[config.mk]
export PLATFORM = sky130hd
export DESIGN_NAME = vending_ctrl
export DESIGN_NICKNAME = d
export VERILOG_FILES = /design/src/rtl/vending_ctrl.sv
export SDC_FILE = /design/constraint.sdc
export NUM_CORES = 1
export LEC_CHECK = 0
export BUFFER_PORTS_ARGS = -buffer_cell sky130_fd_sc_hd__buf_2
export CORE_MARGIN = 2
export CORE_UTILIZATION = 27
export DETAILED_ROUTE_END_ITERATION = 16
export GPL_TIMING_DRIVEN = 0
export PLACE_DENSITY = 0.55
export SETUP_SLACK_MARGIN = 0.3
export SLEW_MARGIN = 20
export SYNTH_ARGS = -nofsm -noshare
export SYNTH_HDL_FRONTEND = slang
export SYNTH_SLANG_ARGS = --single-unit
[constraint.sdc]
create_clock -name clk -period 8.6 [get_ports clk]
set_input_delay 0.86 -clock clk [delete_from_list [all_inputs] [get_ports clk]]
set_output_delay 0.86 -clock clk [all_outputs]
set_load 0.02 [all_outputs]
[src/rtl/vending_ctrl.sv]
// Coin-operated vending controller: accumulates credit, vends at PRICE with change,
// refunds on cancel or idle timeout, and keeps a saturating count of sales.
module vending_ctrl #(
   parameter int unsigned PRICE   = 30,
   parameter int unsigned COIN1   = 5,
   parameter int unsigned COIN2   = 10,
   parameter int unsigned COIN3   = 25,
   parameter int unsigned CW      = 8,
   parameter int unsigned TIMEOUT = 16,
   parameter int unsigned SW      = 16
) (
   input  logic          clk,
   input  logic          rst,
   input  logic          confirm,
   input  logic [1:0]    in,
   output logic [1:0]    out,
   output logic [CW-1:0] change,
   output logic [CW-1:0] credit,
   output logic          ready,
   output logic [SW-1:0] sold
);

   localparam int unsigned TW = $clog2(TIMEOUT + 1) + 1;
   localparam logic [CW:0]   PRICE_W = PRICE[CW:0];
   localparam logic [CW-1:0] PRICE_C = PRICE[CW-1:0];
   localparam logic [TW-1:0] TMO_W   = TIMEOUT[TW-1:0];

   typedef enum logic [1:0] {IDLE, ACCUM, VEND, REFUND} state_t;

   state_t        state_q;
   logic [TW-1:0] tmo_q;
   logic [1:0]    out_q;
   logic [CW-1:0] change_q;
   logic [CW-1:0] credit_q;
   logic          ready_q;
   logic [SW-1:0] sold_q;

   function automatic logic [CW:0] coin_value(input logic [1:0] code);
      case (code)
         2'b01:   return COIN1[CW:0];
         2'b10:   return COIN2[CW:0];
         2'b11:   return COIN3[CW:0];
         default: return '0;
      endcase
   endfunction

   function automatic logic [SW-1:0] sat_inc(input logic [SW-1:0] v);
      return (&v) ? v : v + SW'(1);
   endfunction

   logic [CW:0] next_sum;
   logic        coin_hit;
   logic        tmo_hit;
   logic        do_cancel;

   // Extra carry bit keeps credit+coin exact before comparing against PRICE.
   assign next_sum  = {1'b0, credit_q} + coin_value(in);
   assign coin_hit  = confirm && (in != 2'b00);
   assign tmo_hit   = (TIMEOUT != 0) && (tmo_q == TMO_W);
   assign do_cancel = (state_q == ACCUM) && (confirm ? (in == 2'b00) : tmo_hit);

   always_ff @(posedge clk or posedge rst) begin
      if (rst) begin
         state_q  <= IDLE;
         tmo_q    <= '0;
         out_q    <= 2'b00;
         change_q <= '0;
         credit_q <= '0;
         ready_q  <= 1'b1;
         sold_q   <= '0;
      end else if (state_q == VEND || state_q == REFUND) begin
         state_q  <= IDLE;
         out_q    <= 2'b00;
         change_q <= '0;
         ready_q  <= 1'b1;
         tmo_q    <= '0;
      end else if (do_cancel) begin
         state_q  <= REFUND;
         out_q    <= 2'b01;
         change_q <= credit_q;
         credit_q <= '0;
         ready_q  <= 1'b0;
      end else if (coin_hit) begin
         if (next_sum < PRICE_W) begin
            state_q  <= ACCUM;
            credit_q <= next_sum[CW-1:0];
            tmo_q    <= '0;
         end else begin
            state_q  <= VEND;
            out_q    <= (next_sum == PRICE_W) ? 2'b10 : 2'b11;
            change_q <= next_sum[CW-1:0] - PRICE_C;
            credit_q <= '0;
            ready_q  <= 1'b0;
            sold_q   <= sat_inc(sold_q);
         end
      end else if (state_q == ACCUM && TIMEOUT != 0) begin
         tmo_q <= tmo_q + TW'(1);
      end
   end

   assign out    = out_q;
   assign change = change_q;
   assign credit = credit_q;
   assign ready  = ready_q;
   assign sold   = sold_q;

endmodule

# After elaboration in Yosys (flattened, before gate mapping)
# Cells that the tools add are included.
[op_classes]
n_bitwise = 4
n_div = 0
reduce_logical = 13
multipliers = 0
addsub = 4
n_mux = 27
magnitude_cmp = 1
shift = 0
n_eq_ne = 11
[ops]
columns = ["op", "count"]
rows = [
  ["$mux 8", 7],
  ["$mux 6", 5],
  ["$add 16x1->16 const B", 1],
  ["$mux 2", 8],
  ["$reduce_and 16->1", 1],
  ["$pmux 5 s3", 1],
  ["$add 8x9->9", 1],
  ["$eq 9x5->1 const B", 1],
  ["$lt 9x5->1 const B", 1],
  ["$eq 2x2->1 const B", 4],
  ["$sub 8x5->8 const B", 1],
  ["$add 6x1->6 const B", 1],
  ["$eq 6x5->1 const B", 1],
  ["$mux 1", 6],
  ["$reduce_bool 3->1", 2],
  ["$reduce_and 5->1", 1],
  ["$eq 2x1->1 const B", 2],
  ["$not 1->1", 4],
  ["$reduce_and 2->1", 2],
  ["$reduce_bool 2->1", 2],
  ["$ne 3x1->1 const B", 1],
  ["$ne 3x3->1 const B", 1],
  ["$reduce_and 3->1", 1],
  ["$logic_and 1x1->1", 2],
  ["other kinds (3)", 3],
]
[word_totals]
latch_bits = 0
ff_bits = 43
mem_bits_ro = 0
inputBits = 5
word_cells = 67
mem_count = 0
ram_bits = 0

# Depth between registers and ports, before layout
# Gate-level depths: netlist of the first run.
[logic_depth]
ltp_word = 9
mapped_depth = 13

# Worst setup path before layout of the first run
# OpenSTA, ideal clock, no wires.
[synth_path]
path_type = "input port to flip-flop"
from = "in in[0]"
to = "reg sold_q[12] (netlist: sold[12])"
path_buffers = 1
path_slack_ps = 5108
arrival_time_ps = 3363
stages = 11
required_ps = 8471
path_cell_list = "ha_1 > fa_1 > xor2_1 > ha_1 > a21boi_2 > nand4_2 > a2111oi_4 > and4_1 > buf_4 > nand4_2 > xnor2_1"
[synth_via]
elab_chain_cells = 6
word_cells_on_any_way = 14
[synth_lines]
columns = ["element", "line_no", "source"]
rows = [
  ["start, declared", "15", "input logic [1:0] in,"],
  ["$eq 2x2->1 / $eq 2x1->1 (equally long branches)", "39", "case (code)"],
  ["$pmux 5 s3", "39", ""],
  ["$add 8x9->9", "57", "assign next_sum = {1'b0, credit_q} + coin_value(in);"],
  ["$lt 9x5->1", "84", "if (next_sum < PRICE_W) begin"],
  ["$not 1->1 (no source line)", "-", ""],
  ["$reduce_and 5->1 (no source line) (*)", "-", ""],
  ["end signal, assigned", "94", "sold_q <= sat_inc(sold_q);"],
  ["end, declared", "36", "logic [SW-1:0] sold_q;"],
]
# Every way passes the cells marked *; elsewhere a longest branch is shown, timed or not.
# A chain may end at the register's enable or synchronous reset.

# Worst setup path in the final report of the first run
[layout_path]
from = "in in[0]"
to = "reg sold_q[15] (netlist: sold[15])"
# Same word-level chain as after synthesis.

==> results of run 1 <==
==> sequential cells by signal, summed over array words and instances (netlist names) <==
register	count
tmo_q	6
state_q	2
credit	8
sold	16
ready	1
out	2
change	8
==> final timing paths <==
check                          start        to  slack (ns)  cells after the start
setup / recovery               in[0]  sold[15]        4.85                     11
hold / removal                 ready     ready        0.47                      2
setup reg to reg           credit[0]  sold[15]        5.16                     10
hold reg to reg                ready     ready        0.47                      2
max in group asynchronous        rst     ready        7.47                      3
min in group asynchronous        rst   sold[9]        0.56                      2
==> per-layer routing <==
| layer | routed length (µm) | part of all wire (%) | GRT usage (%) |
|---|---|---|---|
| met1 | 2870 | 48 | 17.6 |
| met4 | 46 | 0.77 | 3.37 |
| met2 | 2750 | 46 | 20.3 |
| met5 | 0 | 0 | 0 |
| met3 | 333 | 5.6 | 3.40 |
==> worst reg2reg max path: cells and delay by family, from the launching register on <==
family,cells,cell delay [ns]
flops,1,0.42
xor+xnor,2,0.44
compound gates,2,0.87
simple gates,3,0.74
fa+ha+maj,3,0.92
==> power groups by stage <==
stage / Sequential (µW) / Clock (µW) / Combinational [µW]
after floorplan: 338 / 0 / 223
after global placement: 298 / 0 / 367
after detailed placement: 299 / 0 / 374
after CTS: 296 / 193 / 375
after global routing: 304 / 202 / 418
final: 295 / 189 / 374
==> per-stage QoR <==
step,power (µW),hold slack (ns)
4_1_cts,864,0.472
5_1_grt,924,0.505
2_1_floorplan,561,0.461
6_report,858,0.471
3_5_place_dp,673,0.460
3_3_place_gp,665,0.461
==> synth_stat cells, types with 2 or more instances <==
library cell	number
nand3_1	8
nand2_1	23
mux2i_1	2
nand4_2	2
and3_1	4
a311oi_1	6
nor4_1	3
dfrtp_1	42
o21a_1	2
a31oi_1	5
buf_4	2
and2_1	7
nor3_1	2
and4_1	4
inv_1	8
a211oi_1	2
o21ai_0	8
nor2b_1	3
or2_2	2
a22o_1	5
nand4_1	8
nand2b_1	3
a21o_1	4
nor2_1	22
xnor2_1	11
or4_1	3
mux2_2	2
xor2_1	7
buf_2	2
clkbuf_1	8
a21oi_1	14
o211ai_1	4
ha_1	9
==> kinds of logic (layout without fill, tap and decap cells) <==
| group | Yosys count | count (layout) | share of synthesized area [%] |
|---|---|---|---|
| AO/OA/AOI/OAI | 58 | 58 | 17.0 |
| XOR/XNOR | 18 | 18 | 6.47 |
| adder cells (fa/ha/maj) | 10 | 10 | 5.44 |
| buffers and inverters | 20 | 68 | 3.49 |
| flip-flops | 43 | 43 | 44.2 |
| multiplexers | 4 | 4 | 1.75 |
| AND/OR/NAND/NOR | 98 | 98 | 21.6 |
==> cell type report <==
cell class                 instances  area share [%]
clock buffer                       5            2.35
tap                              108            4.62
clock inverter                     3            2.31
buffer                            12            1.88
timing repair buffer              40            7.36
multi-input combinational        188            43.6
inverter                           8            1.03
sequential                        43            36.9
==> impl_metrics.env, run 1 <==
export IMPL_preCtsSetupSlack_ns=4.57
export IMPL_p_sw_share_pct=40.2
export IMPL_clkSinkCount=43
export IMPL_drive_gt1_share_pct=21.4
export IMPL_power_density_nw_per_um2=293
export IMPL_grt_overflow_total=0
export IMPL_fill_cells=911
export IMPL_drt_total_wl_um=6000
export IMPL_crit_buf_inv=1
export IMPL_synth_area_um2=2440
export IMPL_placed_area_um2=2790
export IMPL_criticalPathCategory="in2reg"
export IMPL_yosysSeqAreaShare_pct=44.2
export IMPL_yosysTopAreaCell="dfrtp_1"
export IMPL_path_clk_slew_ns=0.09
export IMPL_fin_util_pct=33.5
export IMPL_seqPwrFrac_pct=34.4
export IMPL_yosys_top_cells_area="dfrtp_1, ha_1, xnor2_1"
export IMPL_cpMaxStageDelayCell="a2111oi_4"
export IMPL_worstPathMaxFanout=9
export IMPL_fp_dieW_um=99.0
export IMPL_die_y_um=99.0
export IMPL_ys_warn_count=0
export IMPL_numPlacedInstances=399
export IMPL_register_area_um2=1080
export IMPL_finalCriticalPeriod_ns=3.75
export IMPL_finalSetupViolCount=0
export IMPL_drt_first_iter_violations=61
export IMPL_intPower_uw=513
export IMPL_fin_crit_sh_pct=43.6
export IMPL_layout_setup_ws_ns=4.85
export IMPL_clockBufferDepth=2
export IMPL_insertion_delay_ns=0.30
export IMPL_fmax_ghz=0.267
export IMPL_worstPathCellList="buf_2 > ha_1 > fa_1 > xor2_1 > ha_1 > a21boi_2 > nand4_2 > a2111oi_4 > nand3_1 > nor4_2 > xor2_1"
export IMPL_cp_end_kind="register"
export IMPL_postCtsHoldBufs=0
export IMPL_cts_resized=0
export IMPL_dp_hpwl_um=4530
export IMPL_avgSynthCellArea_um2=9.71
export IMPL_status="completed"
export IMPL_drtAntennaViolNets=0
export IMPL_synth_edf_count=0
export IMPL_slew_violations=0
export IMPL_synth_cell_types=47
export IMPL_grt_total_usage_pct=12.9
export IMPL_grt_max_degree=24
export IMPL_synth_ff_latch_count=43
export IMPL_finalInstanceArea_um2=2920
export IMPL_cp_start_kind="input port"
export IMPL_layout_commonest_cell="dfrtp_1"
export IMPL_tightest_slew_ns=0.714
export IMPL_start_util_pct=27.9
export IMPL_fin_skew_ns=0.00665
export IMPL_syn2layout_area_growth_pct=20.0
export IMPL_place_congestion=0.823
export IMPL_cts_tree="built"
export IMPL_synthArstFlopShare_pct=100
export IMPL_cts_htree_levels=2
export IMPL_diodes=0
export IMPL_postSynthCellCount=251
export IMPL_dr_pass1_iters=4
export IMPL_hp_class="reg2reg"
export IMPL_synthesis_nets=266
export IMPL_yosysTopAreaCellShare_pct=43.1
export IMPL_relSlewSlack_pct=52.0
export IMPL_crit_required_ns=8.83
export IMPL_tns_ns=0
export IMPL_leakagePower_uw=0.00141
export IMPL_core_um2=8720
export IMPL_num_vias=2052
export IMPL_maxCapViolations=0
export IMPL_routedWlPerCell_um=14.7
export IMPL_hold_viol=0
export IMPL_layout_common_cells="dfrtp_1, buf_2, nand2_1"
export IMPL_cp_top_family="adder cells"
export IMPL_postCtsSetupRepairBufs=0
export IMPL_row_count=34
export IMPL_combPwrFrac_pct=43.6
export IMPL_rsz0062_at_grt="no"
export IMPL_antenna_found_initial=0
export IMPL_irDropWorstVdd_v=0.000125
export IMPL_vias_per_cell=5.04
export IMPL_pin_count=40
export IMPL_die_area_um2=9800
export IMPL_drc=0
export IMPL_root_buffer="clkbuf_8"
export IMPL_instances_no_fill=407
export IMPL_grt_pass1_wl_um=10300
export IMPL_io_buffers=39
export IMPL_first_global_vias=2057
export IMPL_synthFlopType="dfrtp_1"
export IMPL_cp_slowest_stage_delay_ns=0.67
export IMPL_multi_input_area_um2=1270
export IMPL_nets=313
export IMPL_power_frac_clock_pct=22.0
export IMPL_cts_buffers=5
export IMPL_arrival_ns=3.97
export IMPL_p_sw_uw=345
Power figures use the tool's default switching activity.
==> inputs of run 2 (changes only) <==
==> constraint.sdc (replaced) <==
create_clock -name clk -period 3.8 [get_ports clk]
set_input_delay 0.38 -clock clk [delete_from_list [all_inputs] [get_ports clk]]
set_output_delay 0.38 -clock clk [all_outputs]
set_load 0.02 [all_outputs]
==> run 2 against run 1 <==
  * Total power is 130% higher
  * Worst hold slack worse by 0.39 ns
  * Clock skew hardly changed
  * Clock power is 130% higher
  * Register-to-register slack worse by 4.5 ns
  * Combinational power is 130% higher
  * First-iteration DRC count is 26% higher
  * Via count is 0.73% higher
  * Sequential cell count stayed put
  * Sequential power is 130% higher
  * Die area stayed put
  * Utilization is 0.17 points higher
  * Critical path type is now reg2reg
  * Critical endpoint is now sold[12]
  * Highest routed layer unchanged
==> impl_metrics.env, run 2 (same netlist as run 1, synthesis figures left out) <==
export IMPL_finalCriticalPeriod_ns=3.18
export IMPL_fmax_ghz=0.314
export IMPL_relSlewSlack_pct=54.7
export IMPL_place_congestion=0.823
export IMPL_fp_dieW_um=99.0
export IMPL_clockBufferDepth=2
export IMPL_finalSetupViolCount=0
export IMPL_routedWlPerCell_um=14.8
export IMPL_cp_start_kind="register"
export IMPL_grt_total_usage_pct=12.9
export IMPL_root_buffer="clkbuf_8"
export IMPL_grt_overflow_total=0
export IMPL_criticalPathCategory="reg2reg"
export IMPL_first_global_vias=2057
export IMPL_syn2layout_area_growth_pct=20.6
export IMPL_die_area_um2=9800
export IMPL_dp_hpwl_um=4530
export IMPL_layout_common_cells="dfrtp_1, buf_2, nand2_1"
export IMPL_seqPwrFrac_pct=34.3
export IMPL_grt_max_degree=24
export IMPL_pin_count=40
export IMPL_irDropWorstVdd_v=0.000282
export IMPL_io_buffers=39
export IMPL_grt_pass1_wl_um=10300
export IMPL_startpoint="credit[0]"
export IMPL_diodes=0
export IMPL_clkSinkCount=43
export IMPL_hp_class="in2async"
export IMPL_vias_per_cell=5.07
export IMPL_rsz0062_at_grt="no"
export IMPL_drc=0
export IMPL_largest_register_ffs=16
export IMPL_crit_required_ns=3.99
export IMPL_drt_first_iter_violations=77
export IMPL_worstPathMaxFanout=5
export IMPL_p_sw_share_pct=40.3
export IMPL_slew_violations=0
export IMPL_dr_pass1_iters=4
export IMPL_hold_viol=0
export IMPL_insertion_delay_ns=0.30
export IMPL_antenna_found_initial=0
export IMPL_cts_tree="built"
export IMPL_layout_setup_ws_ns=0.616
export IMPL_power_density_nw_per_um2=664
export IMPL_num_vias=2067
export IMPL_tightest_slew_ns=0.674
export IMPL_leakagePower_uw=0.00142
export IMPL_drive_gt1_share_pct=22.3
export IMPL_fin_util_pct=33.7
export IMPL_postCtsHoldBufs=0
export IMPL_power_frac_clock_pct=21.9
export IMPL_nets=314
export IMPL_drt_total_wl_um=6040
export IMPL_path_clk_slew_ns=0.09
export IMPL_cts_htree_levels=2
export IMPL_combPwrFrac_pct=43.8
export IMPL_r2r_start="credit[0]"
export IMPL_maxCapViolations=0
export IMPL_arrival_ns=3.38
export IMPL_intPower_uw=1160
export IMPL_die_y_um=99.0
export IMPL_tns_ns=0
export IMPL_cp_end_kind="register"
export IMPL_status="completed"
export IMPL_layout_commonest_cell="dfrtp_1"
export IMPL_core_um2=8720
export IMPL_row_count=34
export IMPL_fin_crit_sh_pct=83.8
export IMPL_drtAntennaViolNets=0
export IMPL_cts_buffers=5
export IMPL_fin_skew_ns=0.00671
export IMPL_preCtsSetupSlack_ns=0.247
export IMPL_start_util_pct=27.9
export IMPL_p_sw_uw=785
==> run 2: final timing paths <==
check,to,slack (ns),cells after the start
worst max register to register,sold[12],0.62,11
worst min register to register,ready,0.47,2
worst min-delay path,sold[9],0.08,2
min in group clk,ready,0.47,2
max in group asynchronous,ready,3.15,3
worst max-delay path,sold[12],0.62,11
==> run 2: metrics by stage <==
stage / hold slack (ns) / cells / total power (µW) / cell area (µm²)
3_3_place_gp: 0.461 / 398 / 1500 / 2770
5_1_grt: 0.101 / 408 / 2100 / 2940
4_1_cts: 0.103 / 407 / 1950 / 2920
6_report: 0.0808 / 408 / 1950 / 2940
2_1_floorplan: 0.461 / 251 / 1270 / 2440
3_5_place_dp: 0.429 / 399 / 1520 / 2790
==> run 2: layout make-up <==
type	instances	area [µm²]
Fill cell	913	5780
Multi-Input combinational cell	188	1280
Sequential cell	43	1080
Timing Repair Buffer	41	223
Tap cell	108	135
Clock buffer	5	68.8
Clock inverter	3	67.6
Buffer	12	58.8
Inverter	8	30.0
==> run 2: layer usage <==
layer  global-route usage [%]  vias up  wire [µm]
met3                     3.40        6        377
met5                        0        -          0
li1                         -     1003          -
met1                     17.6      996       2870
met2                     20.3       62       2750
met4                     3.37        0         46
==> run 2: power by group through the flow <==
stage               clock (µW)  sequential, µW  combinational [µW]
floorplan                    0             764                 506
global placement             0             675                 829
detailed placement           0             677                 846
CTS                        436             669                 849
global route               457             687                 954
finish                     428             669                 853
==> run 2: timing repair <==
action | in CTS | in global routing
endpoints found under the setup margin | 0 | 17
gates resized for setup | 0 | 4
setup buffers | 0 | 1
==> run 2: worst max-delay path: stages (launching register included) <==
cell and delay, ns:
dfrtp_1 0.42, ha_1 0.25, fa_1 0.41, xor2_1 0.27, ha_1 0.25, a21boi_2 0.20
nand4_2 0.19, a2111oi_4 0.45, and4_1 0.24, buf_4 0.14, nand4_2 0.11, xnor2_1 0.14
